--- src/rtl/blk_pingpong_ctrl_if.sv ---
// Stream-in, RAM write/read and stream-out signal bundle of the ping-pong block buffer controller.
// The controller takes the slave view; the pixel source, RAM and DCT side take the master view.
interface blk_pingpong_ctrl_if #(
  parameter int DATA_WIDTH = 11
);
  logic [DATA_WIDTH-1:0] in_data;
  logic                  in_valid;
  logic                  in_sop;
  logic                  in_eop;
  logic                  in_ready;
  logic                  wr_en;
  logic [6:0]            wr_addr;
  logic [DATA_WIDTH-1:0] wr_data;
  logic                  rd_en;
  logic [6:0]            rd_addr;
  logic [DATA_WIDTH-1:0] rd_data;
  logic [DATA_WIDTH-1:0] out_data;
  logic                  out_valid;
  logic                  out_sop;
  logic                  out_eop;
  logic                  frm_err;

  modport slave (
    input  in_data, in_valid, in_sop, in_eop, rd_data,
    output in_ready, wr_en, wr_addr, wr_data, rd_en, rd_addr,
           out_data, out_valid, out_sop, out_eop, frm_err
  );

  modport master (
    output in_data, in_valid, in_sop, in_eop, rd_data,
    input  in_ready, wr_en, wr_addr, wr_data, rd_en, rd_addr,
           out_data, out_valid, out_sop, out_eop, frm_err
  );
endinterface

--- src/rtl/blk_pingpong_ctrl.sv ---
// Ping-pong 8x8 block buffer controller: fills one 64-entry RAM half from the pixel stream
// while the other half is read out (raster or transposed) towards the DCT stage.
module blk_pingpong_ctrl #(
  parameter int DATA_WIDTH = 11,
  parameter bit TRANSPOSE  = 1'b1
) (
  input  logic               clk,
  input  logic               rst,
  blk_pingpong_ctrl_if.slave bus
);

  typedef enum logic [0:0] {
    IDLE = 1'b0,
    READ = 1'b1
  } rd_state_t;

  rd_state_t             state_r;
  logic [1:0]            full_r;
  logic                  wb_r;
  logic                  rb_r;
  logic [5:0]            wcnt_r;
  logic [5:0]            rcnt_r;
  logic                  out_valid_r;
  logic                  out_sop_r;
  logic                  out_eop_r;
  logic                  frm_err_r;

  logic                  accept_s;
  logic [5:0]            widx_s;
  logic                  close_s;
  logic                  rd_en_s;
  logic                  rd_last_s;
  logic                  bad_frame_s;
  logic [5:0]            ridx_s;
  logic [1:0]            full_set_s;
  logic [1:0]            full_clr_s;
  logic [DATA_WIDTH-1:0] out_data_s;

  // Write-side acceptance, read-side decode and bank full set/clear requests
  always_comb begin
    accept_s    = bus.in_valid & ~full_r[wb_r];
    // A sop always restarts the block at index 0, even mid-block.
    widx_s      = bus.in_sop ? 6'd0 : wcnt_r;
    close_s     = accept_s & (widx_s == 6'd63);
    rd_en_s     = (state_r == READ);
    rd_last_s   = rd_en_s & (rcnt_r == 6'd63);
    bad_frame_s = accept_s & ((bus.in_sop & (wcnt_r != 6'd0)) |
                              (bus.in_eop & (wcnt_r != 6'd63)));
    ridx_s      = TRANSPOSE ? {rcnt_r[2:0], rcnt_r[5:3]} : rcnt_r;
    full_set_s  = close_s   ? (2'b01 << wb_r) : 2'b00;
    full_clr_s  = rd_last_s ? (2'b01 << rb_r) : 2'b00;
    out_data_s  = out_valid_r ? bus.rd_data : {DATA_WIDTH{1'b0}};
  end

  assign bus.in_ready  = ~full_r[wb_r];
  assign bus.wr_en     = accept_s;
  assign bus.wr_addr   = {wb_r, widx_s};
  assign bus.wr_data   = bus.in_data;
  assign bus.rd_en     = rd_en_s;
  assign bus.rd_addr   = {rb_r, ridx_s};
  assign bus.out_data  = out_data_s;
  assign bus.out_valid = out_valid_r;
  assign bus.out_sop   = out_sop_r;
  assign bus.out_eop   = out_eop_r;
  assign bus.frm_err   = frm_err_r;

  // Write bank pointer, sample index and framing-error pulse
  always_ff @(posedge clk or posedge rst) begin
    if (rst) begin
      wb_r      <= 1'b0;
      wcnt_r    <= 6'd0;
      frm_err_r <= 1'b0;
    end else begin
      frm_err_r <= bad_frame_s;
      if (close_s) begin
        wb_r   <= ~wb_r;
        wcnt_r <= 6'd0;
      end else if (accept_s) begin
        wcnt_r <= widx_s + 6'd1;
      end else begin
        wcnt_r <= wcnt_r;
      end
    end
  end

  // Bank full flags; set and clear never target the same bank in one cycle
  always_ff @(posedge clk or posedge rst) begin
    if (rst) begin
      full_r <= 2'b00;
    end else begin
      full_r <= (full_r | full_set_s) & ~full_clr_s;
    end
  end

  // Read FSM and the one-cycle output framing pipeline aligned with rd_data
  always_ff @(posedge clk or posedge rst) begin
    if (rst) begin
      state_r     <= IDLE;
      rb_r        <= 1'b0;
      rcnt_r      <= 6'd0;
      out_valid_r <= 1'b0;
      out_sop_r   <= 1'b0;
      out_eop_r   <= 1'b0;
    end else begin
      out_valid_r <= rd_en_s;
      out_sop_r   <= rd_en_s & (rcnt_r == 6'd0);
      out_eop_r   <= rd_last_s;
      case (state_r)
        IDLE: begin
          if (full_r[rb_r]) begin
            state_r <= READ;
            rcnt_r  <= 6'd0;
          end else begin
            state_r <= IDLE;
          end
        end
        READ: begin
          // rcnt wraps to 0 after 63, so a back-to-back block starts cleanly.
          rcnt_r <= rcnt_r + 6'd1;
          if (rd_last_s) begin
            rb_r    <= ~rb_r;
            state_r <= full_r[~rb_r] ? READ : IDLE;
          end else begin
            state_r <= READ;
          end
        end
        default: begin
          state_r <= IDLE;
          rcnt_r  <= 6'd0;
        end
      endcase
    end
  end

endmodule
--- src/flat_wrapper.sv ---
// flat-port wrapper written by rule: the top's interface ports become plain ports
module blk_pingpong_ctrl_flat 
#(
  parameter int DATA_WIDTH = 11,
  parameter bit TRANSPOSE  = 1'b1
)
  (clk, rst, bus_in_data, bus_in_valid, bus_in_sop, bus_in_eop, bus_rd_data, bus_in_ready, bus_wr_en, bus_wr_addr, bus_wr_data, bus_rd_en, bus_rd_addr, bus_out_data, bus_out_valid, bus_out_sop, bus_out_eop, bus_frm_err);
  blk_pingpong_ctrl_if #(.DATA_WIDTH(DATA_WIDTH)) bus_i ();
  input  logic clk;
  input  logic rst;
  input wire logic [$bits(bus_i.in_data)-1:0] bus_in_data;
  input wire logic [$bits(bus_i.in_valid)-1:0] bus_in_valid;
  input wire logic [$bits(bus_i.in_sop)-1:0] bus_in_sop;
  input wire logic [$bits(bus_i.in_eop)-1:0] bus_in_eop;
  input wire logic [$bits(bus_i.rd_data)-1:0] bus_rd_data;
  output wire logic [$bits(bus_i.in_ready)-1:0] bus_in_ready;
  output wire logic [$bits(bus_i.wr_en)-1:0] bus_wr_en;
  output wire logic [$bits(bus_i.wr_addr)-1:0] bus_wr_addr;
  output wire logic [$bits(bus_i.wr_data)-1:0] bus_wr_data;
  output wire logic [$bits(bus_i.rd_en)-1:0] bus_rd_en;
  output wire logic [$bits(bus_i.rd_addr)-1:0] bus_rd_addr;
  output wire logic [$bits(bus_i.out_data)-1:0] bus_out_data;
  output wire logic [$bits(bus_i.out_valid)-1:0] bus_out_valid;
  output wire logic [$bits(bus_i.out_sop)-1:0] bus_out_sop;
  output wire logic [$bits(bus_i.out_eop)-1:0] bus_out_eop;
  output wire logic [$bits(bus_i.frm_err)-1:0] bus_frm_err;
  assign bus_i.in_data = bus_in_data;
  assign bus_i.in_valid = bus_in_valid;
  assign bus_i.in_sop = bus_in_sop;
  assign bus_i.in_eop = bus_in_eop;
  assign bus_i.rd_data = bus_rd_data;
  assign bus_in_ready = bus_i.in_ready;
  assign bus_wr_en = bus_i.wr_en;
  assign bus_wr_addr = bus_i.wr_addr;
  assign bus_wr_data = bus_i.wr_data;
  assign bus_rd_en = bus_i.rd_en;
  assign bus_rd_addr = bus_i.rd_addr;
  assign bus_out_data = bus_i.out_data;
  assign bus_out_valid = bus_i.out_valid;
  assign bus_out_sop = bus_i.out_sop;
  assign bus_out_eop = bus_i.out_eop;
  assign bus_frm_err = bus_i.frm_err;
  blk_pingpong_ctrl #(.DATA_WIDTH(DATA_WIDTH), .TRANSPOSE(TRANSPOSE)) u_core (.clk(clk), .rst(rst), .bus(bus_i));
endmodule
--- config.mk ---
export PLATFORM = sky130hd
export DESIGN_NAME = blk_pingpong_ctrl_flat
export DESIGN_NICKNAME = d
export VERILOG_FILES = /design/src/rtl/blk_pingpong_ctrl_if.sv /design/src/rtl/blk_pingpong_ctrl.sv /design/src/flat_wrapper.sv
export SDC_FILE = /design/constraint.sdc
export NUM_CORES = 1
export LEC_CHECK = 0
export ABC_AREA = 0
export CAP_MARGIN = 25
export CORE_MARGIN = 2
export CORE_UTILIZATION = 39
export CTS_CLUSTER_SIZE = 12
export DETAILED_ROUTE_END_ITERATION = 7
export PLACE_DENSITY = 0.91
export RECOVER_POWER = 25
export SYNTH_ARGS = -nofsm -noshare
export SYNTH_HDL_FRONTEND = slang
export SYNTH_SLANG_ARGS = --single-unit
--- constraint.sdc ---
create_clock -name clk -period 2.05 [get_ports clk]
set_input_delay 0.3075 -clock clk [delete_from_list [all_inputs] [get_ports clk]]
set_output_delay 0.3075 -clock clk [all_outputs]
set_load 0.05 [all_outputs]
==> summary by stage <==
Status
The flow ran to the end, and the final reports show no timing, DRC or antenna violations.

STA
The worst setup skew after layout is 0.00395 ns. The maximum frequency from static timing analysis is 517 MHz. At the pin with the least slew margin, the transition time is 1.09 ns. The sum of negative setup slack is 0 ns. The number of endpoints failing setup at the final stage is 0. The smallest clock period supported by the final layout is computed as 1.93 ns. The normalized max-slew margin is between 20% and 30%.

Dividing the final minimum period by the clock period gives between 90% and 100%. Setup repair after global routing left no endpoint under its margin. The total count of max-transition violations in the final report is 0. The final count of hold timing violations is 0.

Clock tree
The latest clock arrival within the worst-skew pair is a little over 0.3 ns. The number of hold-repair buffers added at the cts stage is 0. TritonCTS built the clock tree. Buffers added to address setup during post-CTS repair amount to 0. The CTS clock-pin slew for the worst setup and hold paths is 0.12 ns. Counting every sink on the clock net gives 21. The clock root buffer is clkbuf_4. In this run the number of H-tree levels came out at 1. After clock tree synthesis, the repair step resized 0 gates. No sink is reached through more buffers than the 2 on the longest clock path. TritonCTS created 3 clock buffers.

Synthesis
The cell area that synthesis handed to floorplanning was 1310 um^2. Counting every net in the synthesized netlist gives 165. The mean cell area of the mapped netlist is roughly 10 um^2. In this run, synthesis inferred 0 flip-flops with an integrated enable. The post-synthesis adder-cell area fraction is 2.86%. For this run, the number of Yosys warnings is 0. For this run, the leading register cell type out of synthesis is dfrtp_1.

Summing the areas of all compound-gate instances in the mapped netlist gives 14.0% of the synthesized area. The sequential fraction of the synthesis area is about two fifths. By area, the combinational part of the netlist is dominated by simple AND/OR/NAND/NOR gates. The xor and xnor area share after synthesis is under 10%.

Multiplexer cells account for 9.06% of the synthesized area. The count of unique library cells instantiated by Yosys is 41. The cell count after synthesis is 135. Counting flops and latches in the post-synthesis netlist gives 21. The fraction of registers with async set or reset after synthesis is between 90% and 100%. The area share of and/or/nand/nor cells after synthesis is 20.6%.

Floorplan
The area inside the core boundary is between 3000 and 4000 um^2. The die boundary height is 62.0 um. The floorplan step defined a die boundary enclosing 3850 um^2. The x dimension of the die is 62.0 um. In this run the count of I/O pins placed on the die edge is 70.

The initial utilization of the core area, before any placement, comes to 40.0%. The number of placement rows is 21.

Routing
After detailed routing, the average wire length per cell comes to about 15 um. The residual DRC count is 0. The routed design has 3.20 mm of wire. The number of detailed-route iterations in the first pass is 5. The remaining antenna violation count after routing is 0. For this block, the via count after detailed routing is 1,204. In this run, the number of DRC markers left after iteration 0 of detailed routing was 48. Dividing the detail-routed via count by the number of cells gives 5.55.

Flow run
The number of max-capacitance violations reported is 0.

Worst hold path
The worst hold path startpoint is u_core.rcnt_r[4]. The path class of the lowest-slack min-delay path is flip-flop to flip-flop.

Final layout
The proportion of layout cells with a drive suffix above 1 is a little over a fifth. The library cell used most frequently in the layout, excluding fill and tap cells, is clkdlybuf4s50_1. For this run, the post-layout net count is 202.

The diode insertion count for antenna repair is 0. The top cell types in the final layout, fill and taps aside, are 23 x clkdlybuf4s50_1, 21 x dfrtp_1, 19 x buf_12. The layout-stage area growth over the synthesis result is 50.0%.

Setup path
In this run the worst setup path begins at u_core.wb_r. The maximum fanout along the worst path is 6. The required time at the endpoint of the critical path is 1.74 ns. The element type at the critical path end is an output port. The critical path is of the flip-flop to output port type.

The critical path arrival is 1.63 ns. The reg-to-reg critical path startpoint is u_core.wcnt_r[0]. The worst setup path is launched from a flip-flop.

Global route
The wire length of the first global-routing pass is roughly 4.6 mm. The number of global-route vias before repair was 968. The total global routing overflow is 0. The initial antenna violation count is 0. The total track usage is 16.8%.

The largest net degree at the start of global routing is 22.

Pwr
The total power density per cell area is 464 nW/um^2. The worst voltage drop across the vdd grid is 0.310 mV. Summed over all cells, the static leakage comes to 0.896 nW. The total power of the final layout is roughly 0.91 mW.

Placement
The routability congestion estimate from global placement is just under 0.9. The detailed placer's ending HPWL is 2.43 mm. The count of port buffers added during placement is 47.
[worst paths after layout]
kind | end | slack [ns] | cells past startpoint
max in group asynchronous | u_core.rcnt_r[3] | 0.64 | 3
worst min register to register | u_core.rcnt_r[4] | 0.53 | 1
worst min-delay path | u_core.rcnt_r[4] | 0.53 | 1
worst max register to register | u_core.wcnt_r[3] | 0.33 | 5
min in group asynchronous | u_core.full_r[1] | 0.76 | 3
worst max-delay path | bus_wr_en | 0.12 | 5
[where the power goes]
part | internal [mW] | total [mW] | switching, mW | leakage (nW)
sequential | 0.434 | 0.475 | 0.0416 | 0.280
clock | 0.0730 | 0.203 | 0.130 | 0.0177
combinational | 0.121 | 0.236 | 0.115 | 0.598
total | 0.628 | 0.915 | 0.287 | 0.896
[registers in the layout (all words and copies together) (netlist names)]
signal / count
u_core.full_r: 2
u_core.bus.out_eop: 1
u_core.bus.frm_err: 1
u_core.bus.rd_en: 1
u_core.rb_r: 1
u_core.bus.out_sop: 1
u_core.bus.out_valid: 1
u_core.wb_r: 1
u_core.rcnt_r: 6
u_core.wcnt_r: 6
[critical path: stages, from the launching register on]
cell and delay, ns:
dfrtp_1 0.45, mux2_4 0.36, inv_2 0.11, nand2_2 0.12
inv_2 0.13, buf_12 0.14
[synthesized netlist by cell type, types with 2 or more instances]
cell type / instances / share of area (%)
buf_4: 13 / 7.4
nor3_1: 6 / 2.3
nand4_1: 4 / 1.9
dfrtp_1: 21 / 40
inv_2: 2 / 0.57
o211a_1: 2 / 1.5
nor2b_1: 7 / 3.3
nand2_1: 3 / 0.86
mux2i_1: 7 / 5.3
a21oi_1: 3 / 1.1
o21ai_0: 4 / 1.5
or4_1: 2 / 1.1
inv_1: 7 / 2.0
a211o_1: 2 / 1.3
clkbuf_1: 2 / 0.57
nand3_1: 5 / 1.9
mux2_2: 3 / 2.6
nor4_1: 2 / 0.95
a31oi_1: 2 / 0.95
nand2b_1: 2 / 0.95
ha_1: 3 / 2.9
buf_2: 3 / 1.1
and2_1: 11 / 5.2
a2bb2oi_1: 2 / 1.3
[cell type report]
type	count	area, um^2
clock buffer	3	22.5
timing repair buffer	51	692
fill	268	1320
tap	46	57.6
multi-input combinational	86	633
clock inverter	1	5.00
sequential	21	526
inverter	9	33.8
[layer usage]
metal  global-route usage (%)  wire (um)  share of wire [%]  vias to the layer above
met5                        0          0                  0                        -
met3                     2.69        324                 10                       18
met2                     27.5       1500                 47                       69
met4                     10.3        156                4.9                        0
li1                         -          -                  -                      542
met1                     20.5       1210                 38                      575
[through the flow]
step                instances  instance area [um^2]  util, %  hold slack [ns]  setup WS (ns)
finish                    217                  1970     60.0            0.535          0.117
global route              217                  1970     60.0            0.579         0.0382
CTS                       217                  1970     59.8            0.310       0.000207
detailed placement        213                  1940     59.0            0.516          0.144
global placement          213                  1940     59.0            0.518          0.223
floorplan                 135                  1320        -            0.284         0.0792
[logic make-up after synthesis]
kind of cell / count (synthesis)
simple gates: 46
compound gates: 24
mux: 11
xor+xnor: 2
fa+ha+maj: 3
flops: 21
buf+inv: 28
No activity file was read; power rests on OpenSTA's default activity.
